===== src/rtl/tx_frame_timer.sv =====
// UART-Tx frame timer: bit-period prescaler plus bit counter with start/busy/done, pause, abort and continuous frames.
// Latency: busy rises at the start edge; first bit_tick comes clk_div+1 enabled clocks later, frame_done with the last tick.
// Backpressure: enable=0 freezes both counters and masks bit_tick/frame_done; start while busy is dropped, never queued.
module tx_frame_timer #(
    parameter int CW = 16,
    parameter int BW = 4
) (
    input  logic          clk,
    input  logic          nrst,
    input  logic          start,
    input  logic          abort,
    input  logic          enable,
    input  logic          cont,
    input  logic [CW-1:0] clk_div,
    input  logic [BW-1:0] num_bits,
    output logic          busy,
    output logic          bit_tick,
    output logic          frame_done,
    output logic [BW-1:0] bit_index
);

    typedef enum logic {
        S_IDLE = 1'b0,
        S_RUN  = 1'b1
    } state_t;

    state_t        r_state;
    state_t        w_state_nxt;
    logic [CW-1:0] r_presc;
    logic [CW-1:0] w_presc_nxt;
    logic [CW-1:0] r_div_q;
    logic [CW-1:0] w_div_nxt;
    logic [BW-1:0] r_bit_idx;
    logic [BW-1:0] w_bit_idx_nxt;
    logic [BW-1:0] r_bits_q;
    logic [BW-1:0] w_bits_nxt;

    logic w_run;
    logic w_period_end;
    logic w_last_bit;
    logic w_tick;

    // Counters only ever wrap by comparing against the latched maximum, so
    // all-ones settings give the full 2^CW clocks per bit and 2^BW bits.
    assign w_run        = (r_state == S_RUN);
    assign w_period_end = (r_presc == r_div_q);
    assign w_last_bit   = (r_bit_idx == r_bits_q);
    assign w_tick       = w_run & enable & ~abort & w_period_end;

    assign busy       = w_run;
    assign bit_tick   = w_tick;
    assign frame_done = w_tick & w_last_bit;
    assign bit_index  = r_bit_idx;

    // State and counter registers; reset drops straight back to idle.
    always_ff @(posedge clk or negedge nrst) begin
        if (!nrst) begin
            r_state   <= S_IDLE;
            r_presc   <= '0;
            r_div_q   <= '0;
            r_bit_idx <= '0;
            r_bits_q  <= '0;
        end else begin
            r_state   <= w_state_nxt;
            r_presc   <= w_presc_nxt;
            r_div_q   <= w_div_nxt;
            r_bit_idx <= w_bit_idx_nxt;
            r_bits_q  <= w_bits_nxt;
        end
    end

    // Next-state: abort wins over everything, then start in idle, then counting.
    always_comb begin
        w_state_nxt   = r_state;
        w_presc_nxt   = r_presc;
        w_div_nxt     = r_div_q;
        w_bit_idx_nxt = r_bit_idx;
        w_bits_nxt    = r_bits_q;

        if (abort) begin
            w_state_nxt   = S_IDLE;
            w_presc_nxt   = '0;
            w_bit_idx_nxt = '0;
        end else begin
            case (r_state)
                S_IDLE: begin
                    // Start is accepted even while paused; the first bit
                    // simply waits for enable.
                    if (start) begin
                        w_state_nxt   = S_RUN;
                        w_div_nxt     = clk_div;
                        w_bits_nxt    = num_bits;
                        w_presc_nxt   = '0;
                        w_bit_idx_nxt = '0;
                    end
                end
                S_RUN: begin
                    if (enable) begin
                        if (w_period_end) begin
                            w_presc_nxt = '0;
                            if (w_last_bit) begin
                                w_bit_idx_nxt = '0;
                                // Continuous mode rolls straight into the next
                                // frame with freshly latched settings, no gap.
                                if (cont) begin
                                    w_div_nxt  = clk_div;
                                    w_bits_nxt = num_bits;
                                end else begin
                                    w_state_nxt = S_IDLE;
                                end
                            end else begin
                                w_bit_idx_nxt = r_bit_idx + 1'b1;
                            end
                        end else begin
                            w_presc_nxt = r_presc + 1'b1;
                        end
                    end
                end
                default: begin
                    w_state_nxt = S_IDLE;
                end
            endcase
        end
    end

endmodule


===== config.mk =====
export PLATFORM = sky130hd
export DESIGN_NAME = tx_frame_timer
export DESIGN_NICKNAME = d
export VERILOG_FILES = /design/src/rtl/tx_frame_timer.sv
export SDC_FILE = /design/constraint.sdc
export NUM_CORES = 1
export LEC_CHECK = 0
export ABC_CLOCK_PERIOD_IN_PS = 2600
export CAP_MARGIN = 10
export CORE_MARGIN = 1
export CORE_UTILIZATION = 45
export DETAILED_ROUTE_END_ITERATION = 10
export DONT_BUFFER_PORTS = 1
export SETUP_SLACK_MARGIN = 0.15
export SYNTH_ARGS = -nofsm -noshare
export SYNTH_HDL_FRONTEND = slang
export SYNTH_SLANG_ARGS = --single-unit

===== constraint.sdc =====
create_clock -name clk -period 2.6 [get_ports clk]
set_input_delay 0.52 -clock clk [delete_from_list [all_inputs] [get_ports clk]]
set_output_delay 0.52 -clock clk [all_outputs]
set_load 0.01 [all_outputs]

==> impl_metrics.env, run 1 <==
export IMPL_ant_nets=0
export IMPL_routed_via_density=6.06
export IMPL_area_growth_pct=9.71
export IMPL_netlist_instances=310
export IMPL_setup_viol=0
export IMPL_max_freq_mhz=435
export IMPL_rsz0062_at_grt="true"
export IMPL_r2r_start="bit_index[2]"
export IMPL_crit_cells=5
export IMPL_grt_pass1_vias=2251
export IMPL_setup_tns_ps=0
export IMPL_grt_pass1_wl_mm=11.5
export IMPL_synth_top_area_cell="dfrtp_1"
export IMPL_cp_slowest_cell="dfrtp_2"
export IMPL_holdWs_ps=55.2
export IMPL_ys_seq_area_share_pct=38.1
export IMPL_hp_class="in -> async"
export IMPL_grt_max_degree=45
export IMPL_power_w=0.00144
export IMPL_cts_buffers=5
export IMPL_status="completed"
export IMPL_drc=0
export IMPL_port_buffers=0
export IMPL_diodes=0
export IMPL_fin_skew_ps=6.56
export IMPL_drtIter0Drc=132
export IMPL_wirelength_mm=6.59
export IMPL_syn_nets=338
export IMPL_syn_avg_cell_area_sq_um=8.69
export IMPL_drive_gt1_share_pct=11.9
export IMPL_dieHeight_microns=79.4
export IMPL_yosysTopAreaCellShare_pct=38.1
export IMPL_design_area_sq_um=2950
export IMPL_dpl_hpwl_mm=4.25
export IMPL_core_area_sq_um=5640
export IMPL_timing_critical_path_to_type="primary output"
export IMPL_r2r_end="r_div_q[5]"
export IMPL_netlist_area_sq_um=2690
export IMPL_synth_edf_count=0
export IMPL_cp_start_kind="flop"
export IMPL_worst_pin_slew_ps=534
export IMPL_required_ps=2080
export IMPL_std_cell_rows=27
export IMPL_slew_violations=0
export IMPL_r2r_cells=6
export IMPL_gp_congestion=0.874
export IMPL_htreeDepth=2
export IMPL_cp_cell_sequence="xor2_1 -> nor4_1 -> nand4_1 -> nor3_2 -> buf_4"
export IMPL_cts_tree="built"
export IMPL_maxCapViolCount=0
export IMPL_nNetsFinal=339
export IMPL_die_area_sq_um=6300
export IMPL_final_core_utilization_pct=52.4
export IMPL_cp_buffers_inverters=1
export IMPL_crit_family="simple AND/OR/NAND/NOR gates"
export IMPL_r2r_slack_ps=380
export IMPL_synth_top_cells_by_count="nand2_1, dfrtp_1, nor2_1, xor2_1, and2_1"
export IMPL_cp_max_fo=4
export IMPL_netlist_top_cells_area="dfrtp_1, xor2_1, nand2_1, a221oi_1, o311ai_0"
export IMPL_cts_path_max_buffers=2
export IMPL_power_leakage_nw=1.08
export IMPL_clk_pin_slew_ps=90
export IMPL_power_density_nw_per_um2=488
export IMPL_yosysWarningCount=0
export IMPL_period_share_pct=88.5
export IMPL_grt_overflow=0
export IMPL_dpl_instance_area_sq_um=2770
export IMPL_grt_antenna_before_repair=0
export IMPL_crit_type="reg -> out"
export IMPL_io_pins=33
export IMPL_synth_main_ff_cell="dfrtp_1"
export IMPL_slew_limit_headroom_pct=64.2
export IMPL_max_vdd_ir_drop_v=0.000287
export IMPL_ys_async_sr_fraction_pct=100
export IMPL_vias=2327
export IMPL_worstSkewPairLatency_ps=300
export IMPL_wl_per_cell_microns=17.1
export IMPL_hold_viol=0
export IMPL_synth_distinct_cells=34
export IMPL_start_util_pct=47.7
export IMPL_clock_root_buffer="clkbuf_8"
export IMPL_yosysMostFrequentCell="nand2_1"
export IMPL_gr_usage_all_layers_pct=23.4
export IMPL_period_minus_slack_ps=2300
export IMPL_clkSinkCount=41
export IMPL_critPathMaxStageDelay_ps=450
export IMPL_worstPathArrival_ps=1780
export IMPL_drt_pass1_iterations=4
export IMPL_ys_ff_latch=41
export IMPL_fp_dieW_microns=79.4
## layer usage
layer,global-route usage [%],routed length (microns)
met2,33.7,2870
met4,4.91,61
met3,4.02,232
met5,0,0
met1,36.0,3420
## sequential cells by signal, summed over array words and instances, names as in the netlist
| signal | flops |
|---|---|
| r_presc | 16 |
| bit_index | 4 |
| busy | 1 |
| r_div_q | 16 |
| r_bits_q | 4 |
## repair_timing
| item | 4_1_cts | 5_1_grt |
|---|---|---|
| endpoints found under the setup margin | 1 | 2 |
| endpoints found under the hold margin | 41 | 0 |
| setup buffers | 1 | 5 |
| hold buffers | 1 | 0 |
| resized for setup | 0 | 8 |
| cloned | 0 | 0 |
| pin swaps | 1 | 6 |
## stage by stage
step	worst slack [ps]	std cells
floorplan	478	310
global placement	433	369
detailed placement	338	369
CTS	210	379
global route	143	384
finish	300	384
## cells by family after synthesis
logic type	after synthesis	synth area share, %
and+or+nand+nor	156	29.7
AOI/OAI and AO/OA	51	15.8
DFF	41	38.1
xor gates and xnor gates	33	10.7
buffers and inverters	24	3.44
muxes	3	1.21
adders and majority gates	2	0.929
## layout make-up
cell class,instances,area [sq um]
fillers,494,2690
multi-input cells,245,1600
flip-flops and latches,41,1030
repair buffers,16,133
well taps,72,90.1
clock buffers,5,68.8
clock inverters,3,22.5
inverters,2,7.51
## report_power, final
group          switching (W)  leakage (nW)  internal [W]
combinational       0.000136         0.545      0.000122
clock               0.000240        0.0481      0.000191
sequential         0.0000634         0.490      0.000690
## how the worst max path moves through the flow
stage               slack, ps    endpoint        start
floorplan                 480  frame_done   r_presc[4]
finish                    300  frame_done  r_presc[10]
global placement          430  frame_done   r_presc[9]
global route              140  frame_done  r_presc[10]
CTS                       210  frame_done   r_presc[4]
detailed placement        340  r_div_q[5]   r_presc[4]
## layout by cell type (no fill, tap or decap), drive strengths merged, types with 3 or more instances in the layout
cell and count:
nand2 53, dfrtp 41, nor2 26, xor2 23, and2 22, o311ai 21
nor3b 20, a221oi 20, buf 16, xnor2 10, nand3 7, nand4 6
nor4 6, clkbuf 5, a31oi 4, nor3 4, nand2b 3, clkinv 3
o21ai 3
Note: power is estimated with default switching activity, not from simulation.
==> run 2: changes to the inputs <==
--- a/config.mk
+++ b/config.mk
@@ -11,6 +11,7 @@
 export CORE_UTILIZATION = 45
 export DETAILED_ROUTE_END_ITERATION = 10
 export DONT_BUFFER_PORTS = 1
+export PLACE_DENSITY = 0.61
 export SETUP_SLACK_MARGIN = 0.15
 export SYNTH_ARGS = -nofsm -noshare
 export SYNTH_HDL_FRONTEND = slang
==> run 2 against run 1 <==
  * Count of clock-buffer cells in the layout is 1 higher
  * Wire length fell by 1.5%
  * Sequential share of layout area fell by 0.14 points
  * Total power grew 7.1%
  * Register-to-register slack worse by 80 ps
  * Global-route usage down 0.61 points
  * Hold slack improved by 12 ps
  * Critical path type unchanged
  * Largest cell class unchanged
==> impl_metrics.env, run 2 (synthesis results as in run 1) <==
export IMPL_slew_violations=0
export IMPL_period_share_pct=89.0
export IMPL_wirelength_mm=6.49
export IMPL_most_common_layout_cells="nand2_1, dfrtp_1, nor2_1"
export IMPL_hold_viol=0
export IMPL_power_w=0.00154
export IMPL_io_pins=33
export IMPL_drc=0
export IMPL_grt_overflow=0
export IMPL_ant_nets=0
export IMPL_grt_pass1_wl_mm=11.2
export IMPL_worstPathArrival_ps=1790
export IMPL_crit_type="reg -> out"
export IMPL_drtIter0Drc=134
export IMPL_area_growth_pct=9.62
export IMPL_layout_commonest_cell="nand2_1"
export IMPL_die_area_sq_um=6300
export IMPL_placed_cells=372
export IMPL_clkSinkCount=41
export IMPL_nFillCells=527
export IMPL_vias=2301
export IMPL_drive_gt1_share_pct=9.32
export IMPL_status="completed"
export IMPL_drt_pass1_iterations=4
export IMPL_gr_usage_all_layers_pct=22.7
export IMPL_fin_cells=383
export IMPL_clk_pin_slew_ps=80
export IMPL_period_minus_slack_ps=2310
export IMPL_cts_buffers=5
export IMPL_nNetsFinal=338
export IMPL_grt_antenna_before_repair=0
export IMPL_max_vdd_ir_drop_v=0.000216
export IMPL_grt_pass1_vias=2198
export IMPL_dieHeight_microns=79.4
export IMPL_cts_tree="built"
export IMPL_cts_path_max_buffers=2
export IMPL_setup_tns_ps=0
export IMPL_required_ps=2080
export IMPL_power_density_nw_per_um2=523
export IMPL_cp_start_kind="flop"
export IMPL_grt_max_degree=42
export IMPL_fin_skew_ps=5.86
export IMPL_port_buffers=0
export IMPL_fp_dieW_microns=79.4
export IMPL_htreeDepth=2
export IMPL_clock_root_buffer="clkbuf_8"
export IMPL_routed_via_density=6.01
export IMPL_core_area_sq_um=5640
export IMPL_worstSkewPairLatency_ps=290
export IMPL_hp_class="in -> async"
export IMPL_wl_per_cell_microns=16.9
export IMPL_slew_limit_headroom_pct=67.2
export IMPL_start_util_pct=47.7
export IMPL_max_freq_mhz=432
export IMPL_timing_critical_path_to_type="primary output"
export IMPL_gp_congestion=0.803
export IMPL_cp_max_fo=4
export IMPL_largestRegisters="r_div_q: 16 flops, r_presc: 16 flops"
export IMPL_setup_viol=0
export IMPL_worst_pin_slew_ps=490
export IMPL_diodes=0
export IMPL_maxCapViolCount=0
export IMPL_final_core_utilization_pct=52.3
export IMPL_std_cell_rows=27
export IMPL_dpl_hpwl_mm=4.39
export IMPL_power_leakage_nw=1.09
export IMPL_rsz0062_at_grt="true"
-- run 2: cell types whose count changed in the layout (fill, tap and decap cells not counted) --
cell	change
clkinvlp_4	+1
clkbuf_8	+1
nor4_2	-3
bufinv_16	+1
nor4_1	+3
buf_4	-1
clkinv_4	-2
dfrtp_2	-4
dfrtp_1	+4
clkinv_2	-1
-- run 2: critical path, stage by stage, from the launching register on --
cell and delay [ps]:
dfrtp_1 430, xor2_1 170, nor4_1 300, nand4_1 230, nor3_2 220, buf_4 150
-- run 2: report_power, final --
group          switching (W)  total, W  internal [W]
clock network       0.000227  0.000540      0.000312
logic               0.000128  0.000250      0.000122
registers          0.0000653  0.000755      0.000690
total               0.000421   0.00154       0.00112
-- run 2: layout make-up --
type / instances / area [sq um] / area share, %
timing repair buffer: 15 / 125 / 4.24
tap: 72 / 90.1 / 3.05
clock inverter: 2 / 37.5 / 1.27
sequential: 41 / 1030 / 34.8
multi-input combinational: 245 / 1580 / 53.6
inverter: 2 / 7.51 / 0.254
clock buffer: 6 / 82.6 / 2.80
-- run 2: path summary, 6_finish.rpt --
check | from | to | slack [ps] | cells past startpoint
max | r_presc[9] | frame_done | 290 | 5
min | nrst | r_presc[1] | 70 | 1
max reg2reg | r_presc[9] | bit_index[2] | 300 | 8
min reg2reg | r_presc[15] | r_presc[15] | 530 | 1
max in group asynchronous | nrst | r_presc[5] | 2330 | 1
min in group clk | cont | busy | 380 | 2
-- run 2: layer usage --
metal	up-vias	track usage, %	part of all wire, %
li1	1132	-	-
met5	-	0	0
met4	0	5.45	0.62
met1	1126	33.9	52
met2	38	34.0	43
met3	5	3.79	4.0
-- run 2: per-stage QoR --
stage	hold slack, ps	worst slack, ps	instance area [sq um]
final	67.2	287	2950
after global placement	225	512	2790
after global routing	78.6	142	2950
after detailed placement	225	465	2790
after floorplan	224	478	2690
after CTS	68.9	222	2940
-- run 2: timing repair --
item	4_1_cts	5_1_grt
endpoints found under the setup margin	1	1
gates resized for setup	0	1
hold buffers	1	0
endpoints found under the hold margin	41	0
pin swaps	1	1
setup buffers	1	1
cloned	0	0
